==> config.mk <==
export PLATFORM = sky130hd
export DESIGN_NAME = spi_cmd_decoder
export DESIGN_NICKNAME = d
export VERILOG_FILES = /design/src/rtl/px16_spi_pkg.sv /design/src/rtl/spi_cmd_decoder.sv
export SDC_FILE = /design/constraint.sdc
export NUM_CORES = 1
export LEC_CHECK = 0
export CORE_MARGIN = 2
export CORE_UTILIZATION = 55
export CTS_CLUSTER_DIAMETER = 80
export DETAILED_ROUTE_END_ITERATION = 8
export PLACE_DENSITY = 0.85
export SYNTH_ARGS = -nofsm -noshare
export SYNTH_HDL_FRONTEND = slang
export SYNTH_SLANG_ARGS = --single-unit
==> constraint.sdc <==
create_clock -name clk_in -period 6.1 [get_ports clk_in]
set_clock_uncertainty 0.2 [all_clocks]
set_input_delay 1.22 -clock clk_in [delete_from_list [all_inputs] [get_ports clk_in]]
set_output_delay 1.22 -clock clk_in [all_outputs]
set_load 0.005 [all_outputs]
==> src/rtl/px16_spi_pkg.sv <==
// px16_spi_pkg: opcodes, parser state encoding and fill byte shared by the SPI command decoder
package px16_spi_pkg;
    typedef enum logic [3:0] {
        S_IDLE, S_CMD, S_ADDR_HI, S_ADDR_LO, S_WDATA_HI, S_WDATA_LO,
        S_BUS_WAIT, S_TURN, S_RDATA_HI, S_RDATA_LO, S_DISCARD
    } state_e;
    localparam logic [7:0] OP_READ        = 8'h01;
    localparam logic [7:0] OP_WRITE       = 8'h02;
    localparam logic [7:0] OP_READ_BURST  = 8'h81;
    localparam logic [7:0] OP_WRITE_BURST = 8'h82;
    localparam logic [7:0] UNDERRUN_FILL  = 8'hFF;
    function automatic logic is_cmd(input logic [7:0] b);
        return b inside {OP_READ, OP_WRITE, OP_READ_BURST, OP_WRITE_BURST};
    endfunction
endpackage

==> src/rtl/spi_cmd_decoder.sv <==
// spi_cmd_decoder: parses SPI byte frames (cmd, addr, payload) into single/burst bus reads and writes
module spi_cmd_decoder
    import px16_spi_pkg::*;
#(
    parameter int ADDR_W = 16,
    localparam int DATA_W = 16
) (
    input  logic              clk_in,
    input  logic              rst_n,
    input  logic              frame_start,
    input  logic              frame_end,
    input  logic              rx_valid,
    input  logic [7:0]        rx_data,
    output logic [7:0]        tx_data,
    output logic              bus_req,
    output logic              bus_we,
    output logic [ADDR_W-1:0] bus_addr,
    output logic [DATA_W-1:0] bus_wdata,
    input  logic              bus_ack,
    input  logic [DATA_W-1:0] bus_rdata,
    output logic              err_overrun,
    output logic              err_underrun
);
    state_e            state_q, state_d;
    logic              burst_q, burst_d, write_q, write_d, req_q, req_d, we_q, we_d;
    logic              rdy_q, rdy_d, uw_q, uw_d, ovr_q, ovr_d, und_q, und_d, pend_q, pend_d;
    logic [7:0]        ahi_q, ahi_d, rlo_q, rlo_d, tx_q, tx_d;
    logic [ADDR_W-1:0] addr_q, addr_d;
    logic [DATA_W-1:0] wdata_q, wdata_d;
    logic              ack, go;

    assign ack = req_q & bus_ack;
    // a new frame cannot start while a transfer is still outstanding; it is held in pend_q
    assign go  = (frame_start | pend_q) & (~req_q | bus_ack);

    always_comb begin
        state_d = state_q;
        burst_d = burst_q;
        write_d = write_q;
        ahi_d   = ahi_q;
        addr_d  = addr_q;
        wdata_d = wdata_q;
        req_d   = req_q;
        we_d    = we_q;
        tx_d    = tx_q;
        rlo_d   = rlo_q;
        rdy_d   = rdy_q;
        uw_d    = uw_q;
        ovr_d   = ovr_q;
        und_d   = und_q;
        pend_d  = pend_q;
        if (ack) begin
            req_d = 1'b0;
            if (state_q == S_TURN) begin
                tx_d  = bus_rdata[DATA_W-1 -: 8];
                rlo_d = bus_rdata[7:0];
                rdy_d = 1'b1;
            end
            if (state_q == S_BUS_WAIT) begin
                state_d = burst_q ? S_WDATA_HI : S_DISCARD;
                addr_d  = burst_q ? addr_q + ADDR_W'(1) : addr_q;
            end
        end
        if (rx_valid) begin
            // S_TURN is the slot where late read data is an underrun, not an overrun
            if (req_q && state_q != S_TURN) begin
                ovr_d = 1'b1;
            end else begin
                case (state_q)
                    S_CMD: begin
                        burst_d = rx_data == OP_READ_BURST || rx_data == OP_WRITE_BURST;
                        write_d = rx_data == OP_WRITE || rx_data == OP_WRITE_BURST;
                        state_d = is_cmd(rx_data) ? S_ADDR_HI : S_DISCARD;
                    end
                    S_ADDR_HI: begin
                        ahi_d   = rx_data;
                        state_d = S_ADDR_LO;
                    end
                    S_ADDR_LO: begin
                        addr_d  = ADDR_W'({ahi_q, rx_data});
                        req_d   = ~write_q;
                        we_d    = 1'b0;
                        state_d = write_q ? S_WDATA_HI : S_TURN;
                    end
                    S_WDATA_HI: begin
                        wdata_d[15:8] = rx_data;
                        state_d       = S_WDATA_LO;
                    end
                    S_WDATA_LO: begin
                        wdata_d[7:0] = rx_data;
                        req_d        = 1'b1;
                        we_d         = 1'b1;
                        state_d      = S_BUS_WAIT;
                    end
                    S_TURN: begin
                        tx_d    = rdy_q ? rlo_q : UNDERRUN_FILL;
                        uw_d    = ~rdy_q;
                        und_d   = und_q | ~rdy_q;
                        rdy_d   = 1'b0;
                        state_d = S_RDATA_HI;
                    end
                    S_RDATA_HI: begin
                        tx_d    = uw_q ? UNDERRUN_FILL : 8'h00;
                        req_d   = burst_q;
                        addr_d  = burst_q ? addr_q + ADDR_W'(1) : addr_q;
                        state_d = burst_q ? S_TURN : S_RDATA_LO;
                    end
                    S_RDATA_LO: begin
                        tx_d    = 8'h00;
                        state_d = S_DISCARD;
                    end
                    default: ;
                endcase
            end
        end
        if (frame_end) begin
            state_d = S_IDLE;
            tx_d    = 8'h00;
            rdy_d   = 1'b0;
            pend_d  = 1'b0;
        end
        if (go) begin
            state_d = S_CMD;
            tx_d    = 8'h00;
            rdy_d   = 1'b0;
            uw_d    = 1'b0;
            ovr_d   = 1'b0;
            und_d   = 1'b0;
            pend_d  = 1'b0;
        end else if (frame_start) begin
            pend_d = 1'b1;
        end
    end

    always_ff @(posedge clk_in or negedge rst_n) begin
        if (!rst_n) begin
            state_q <= S_IDLE;
            burst_q <= 1'b0;
            write_q <= 1'b0;
            ahi_q   <= 8'h00;
            addr_q  <= '0;
            wdata_q <= '0;
            req_q   <= 1'b0;
            we_q    <= 1'b0;
            tx_q    <= 8'h00;
            rlo_q   <= 8'h00;
            rdy_q   <= 1'b0;
            uw_q    <= 1'b0;
            ovr_q   <= 1'b0;
            und_q   <= 1'b0;
            pend_q  <= 1'b0;
        end else begin
            state_q <= state_d;
            burst_q <= burst_d;
            write_q <= write_d;
            ahi_q   <= ahi_d;
            addr_q  <= addr_d;
            wdata_q <= wdata_d;
            req_q   <= req_d;
            we_q    <= we_d;
            tx_q    <= tx_d;
            rlo_q   <= rlo_d;
            rdy_q   <= rdy_d;
            uw_q    <= uw_d;
            ovr_q   <= ovr_d;
            und_q   <= und_d;
            pend_q  <= pend_d;
        end
    end

    assign tx_data      = tx_q;
    assign bus_req      = req_q;
    assign bus_we       = we_q;
    assign bus_addr     = addr_q;
    assign bus_wdata    = wdata_q;
    assign err_overrun  = ovr_q;
    assign err_underrun = und_q;
endmodule

### Word level (Yosys, flattened, before mapping)

Cells that the tools add are included.

* bits in registers: 69
* word-level logic and storage cells: 110

* add/sub/neg operators: 1
* equality and inequality tests: 15
* mux-type cells: 52
* bitwise operators: 9
* reduce and logical (&&, ||, !) cells: 17

Operators with widths (count)
* $mux 16: 5
* $mux 8: 8
* $mux 4: 9
* $pmux 16 s2: 1
* $pmux 4 s8: 1
* $mux 1: 24
* $pmux 8 s3: 1
* $reduce_and 3->1: 6
* $add 16x1->16 const B: 1
* $eq 4x3->1 const B: 4
* $eq 8x8->1 const B: 2
* $eq 4x2->1 const B: 2
* $eq 4x4->1 const B: 2
* $eq 8x1->1 const B: 1
* $eq 8x2->1 const B: 1
* $reduce_bool 2->1: 4
* $eq 4x1->1 const B: 1
* $ne 4x3->1 const B: 1
* $not 1->1: 4
* $reduce_and 2->1: 2
* $reduce_bool 4->1: 1
* $or 1x1->1: 3
* $pmux 1 s3: 1
* $reduce_bool 3->1: 1
* 6 further kinds: 8

### Longest topological paths before layout

* depth after elaboration: 8
* depth in mapped cells: 8
* mapped depth without buffers: 5

### Least setup slack after synthesis

Ideal clock, no wire load.

* path kind: input to register
* start: in rx_valid
* end: reg addr_q[13] (netlist: bus_addr[13])
* setup time: 124 ps
* data arrival time: 2424 ps
* path slack: 3352 ps
* stages: 7
* path buffers: 2
* cell sequence: buf_2 -> nor2b_1 -> buf_2 -> o2bb2ai_2 -> and4_4 -> a31oi_1 -> a211o_1

* cells in the longest elaborated chain, start to end: 1

RTL lines
* start: declaration: line spi_cmd_decoder.sv:12 `input logic rx_valid,`
* $mux 16: line spi_cmd_decoder.sv:64 `if (rx_valid) begin`
* net addr_d[13]: line spi_cmd_decoder.sv:28 `logic [ADDR_W-1:0] addr_q, addr_d;`
* end signal: assignment: line spi_cmd_decoder.sv:157 `addr_q <= addr_d;`
* end: declaration: line spi_cmd_decoder.sv:28

The timed path passes the listed nets, and every way through them passes these cells.
A chain may end at the register's enable or synchronous reset.

### Final worst setup path

Ends and elaborated chain as after synthesis.

==> flow_summary.ini <==
[sta]
rsz0062_at_grt = false
worst_slew_pin_slew_ps = 857
hold_violations = 0
fin_hold_ws_ps = 274
setup_viol = 0
setup-tns-final_ps = 0
finalWorstSetupSlack_ps = 2360
fmax_mhz = 267
min_period_ps = 3740
slew_violations = 0
fin_crit_sh_pct = 61.3
relSlewSlack_pct = 42.9

[min_path]
whs_path_depth = 2
hold_path.class = reg -> reg
min_from = rlo_q[3]
hold_end = rlo_q[3]

[floorplan]
die_width_um = 83.5
row_count = 28
dieArea_um2 = 6970
die_y_um = 83.5
core_area_um2 = 6030
initial_core_util_pct = 57.7
ios = 74

[route]
wirelength_um = 8630
drc = 0
vias = 3046
first_pass_iters = 5
wl_per_cell_um = 17.1
drt_iter0_drc = 401
postRouteAntennaNets = 0
via_per_inst = 6.03

[pwr]
combPwrFrac_pct = 24.1
switching_power_uw = 399
p_clk_share_pct = 28.0
p_per_area_nw_per_um2 = 294
internal_power_uw = 890
seqPwrFrac_pct = 47.9
finalPower_uw = 1290
vdd_drop_max_v = 0.000202
p_leak_uw = 0.00184
p_sw_share_pct = 30.9

[place]
gp_congestion = 0.933
hpwl_um = 5750
port_buffers = 73
post-place-ws_ps = 2010

[setup_path]
crit_chain = clkdlybuf4s50_1 -> nor2b_1 -> nand4_1 -> nand2_1 -> a31oi_1 -> a211o_1
reg2reg_from = bus_req
end_kind = flop
rrSetupSlack_ps = 3420
reg2reg_to = bus_addr[13]
start_kind = input port
cp.arrival_ps = 3790
crit_slowest_cell = nor2b_1
worst-path-buf-inv = 1
rr_worst_depth = 5
path_max_fanout = 14
crit_family = simple AND/OR/NAND/NOR gates
cp.required_ps = 6150
path_class = in -> reg
slowest_delay_ps = 690

[synth]
netlist.area_leader.share_pct = 49.7
async_flop_share_pct = 100
synth_edf_count = 0
syn_nets = 390
synthDistinctLibCells = 52
synth_top_area_cell = dfrtp_1
syn_inst = 359
ys_warn_count = 0
syn-mean-instance-area_um2 = 9.68
yosys-top-cells-area = dfrtp_1 (50%), nand2_1 (8.5%), mux2_2 (6.8%)
synth_most_common_cell = nand2_1
yosys_register_bits = 69
seq_area_frac_synth_pct = 49.7
synth_flop_cell = dfrtp_1
synthTopCellsByCount = nand2_1 (79), dfrtp_1 (69), mux2_2 (21), nand3_1 (19), o21ai_0 (19)
netlist_area_um2 = 3470

[cells_and_area]
fillers = 456
regArea_um2 = 1730
drive_gt1_share_pct = 11.9
nets = 456
syn2layout_area_growth_pct = 26.3
n_antenna_cell = 0
multiInputGateArea_um2 = 1610

[clocking]
cts_tree = yes
cts_setup_buffers = 0
cts.sinks = 69
cts-root-buf = clkbuf_8
cts_resized = 0
clockBufferDepth = 2
worstSkewPairLatency_ps = 360
cts-buffers-inserted = 9
htreeDepth = 3
hold_buffers = 0
path_clk_slew_ps = 90

[global_routing]
grt_usage_pct = 26.5
grt_pass1_wl_um = 14700
gr-total-overflow = 0
grt_pass1_vias = 2898
antenna_found_initial = 0
grt_start_max_net_pins = 70

[job]
cap_violations = 0

[status]
outcome = finished clean
## how the worst max path moves through the flow
stage / startpoint / cells after the start / end / slack [ps]
finish: rx_valid / 6 / bus_addr[13] / 2360
detailed placement: rx_valid / 6 / bus_addr[13] / 2010
CTS: rx_valid / 6 / bus_addr[13] / 2390
floorplan: rx_valid / 7 / bus_addr[13] / 3350
global route: rx_valid / 6 / bus_addr[13] / 2200
global placement: rx_valid / 6 / bus_addr[13] / 2130
## worst reg2reg max path: cells and delay by family, from the launching register on
kind            cells  cell delay [ps]
compound gates      2              330
flops               1              490
simple gates        3             1580
## cells in the final DEF (no fill, tap or decap), types with 3 or more instances in the layout
master	count
dfrtp_1	69
a31oi_1	3
nand3_1	19
nor3_1	4
o21ai_0	19
clkdlybuf4s50_1	72
clkbuf_8	9
and3_1	5
mux2_2	21
nor2b_1	13
a21oi_1	10
nand4_1	5
nand2_1	79
o211ai_1	14
a211oi_1	6
o31ai_1	3
nand2b_1	5
a311oi_1	9
nor2_1	10
inv_6	4
inv_1	10
## power by group through the flow
stage               logic [uW]  registers, uW  clock network [uW]
floorplan                  123            609                   0
global placement           300            618                   0
detailed placement         309            622                   0
CTS                        313            614                 364
global route               338            629                 387
finish                     310            618                 361
## layout make-up
cell class              instances  area share, %
multi-input cells             261           36.7
repair buffers                 74           16.7
clock inverters                 7           1.43
inverters                      10          0.856
well taps                      75           2.14
clock buffers                   9           2.82
flip-flops and latches         69           39.4
## state kept, by name, summed over array words and instances, names as in the netlist
register / count
bus_we: 1
bus_req: 1
pend_q: 1
tx_data: 8
rdy_q: 1
err_underrun: 1
burst_q: 1
write_q: 1
ahi_q: 8
err_overrun: 1
bus_wdata: 16
state_q: 4
bus_addr: 16
uw_q: 1
rlo_q: 8
## per-stage QoR
step | instances | utilization, % | instance area, um^2
floorplan | 359 | - | 3470
global placement | 489 | 69.7 | 4200
detailed placement | 489 | 69.7 | 4200
CTS | 505 | 72.8 | 4390
global route | 505 | 72.8 | 4390
finish | 505 | 72.8 | 4390
## routing by layer
metal	vias up	GRT usage, %	share of wire (%)
li1	1418	-	-
met1	1471	39.2	45
met2	140	38.0	46
met3	17	5.64	6.8
met4	0	11.0	2.2
met5	-	0	0
## kinds of logic after synthesis
family                     after synthesis  synth area share [%]
buffers and inverters                   29                  4.00
and+or+nand+nor                        158                  22.5
adders and majority gates                1                 0.360
AOI/OAI and AO/OA                       79                  16.1
muxes                                   21                  6.81
xor gates and xnor gates                 2                 0.504
DFF                                     69                  49.7
No activity file was read; power rests on OpenSTA's default activity.
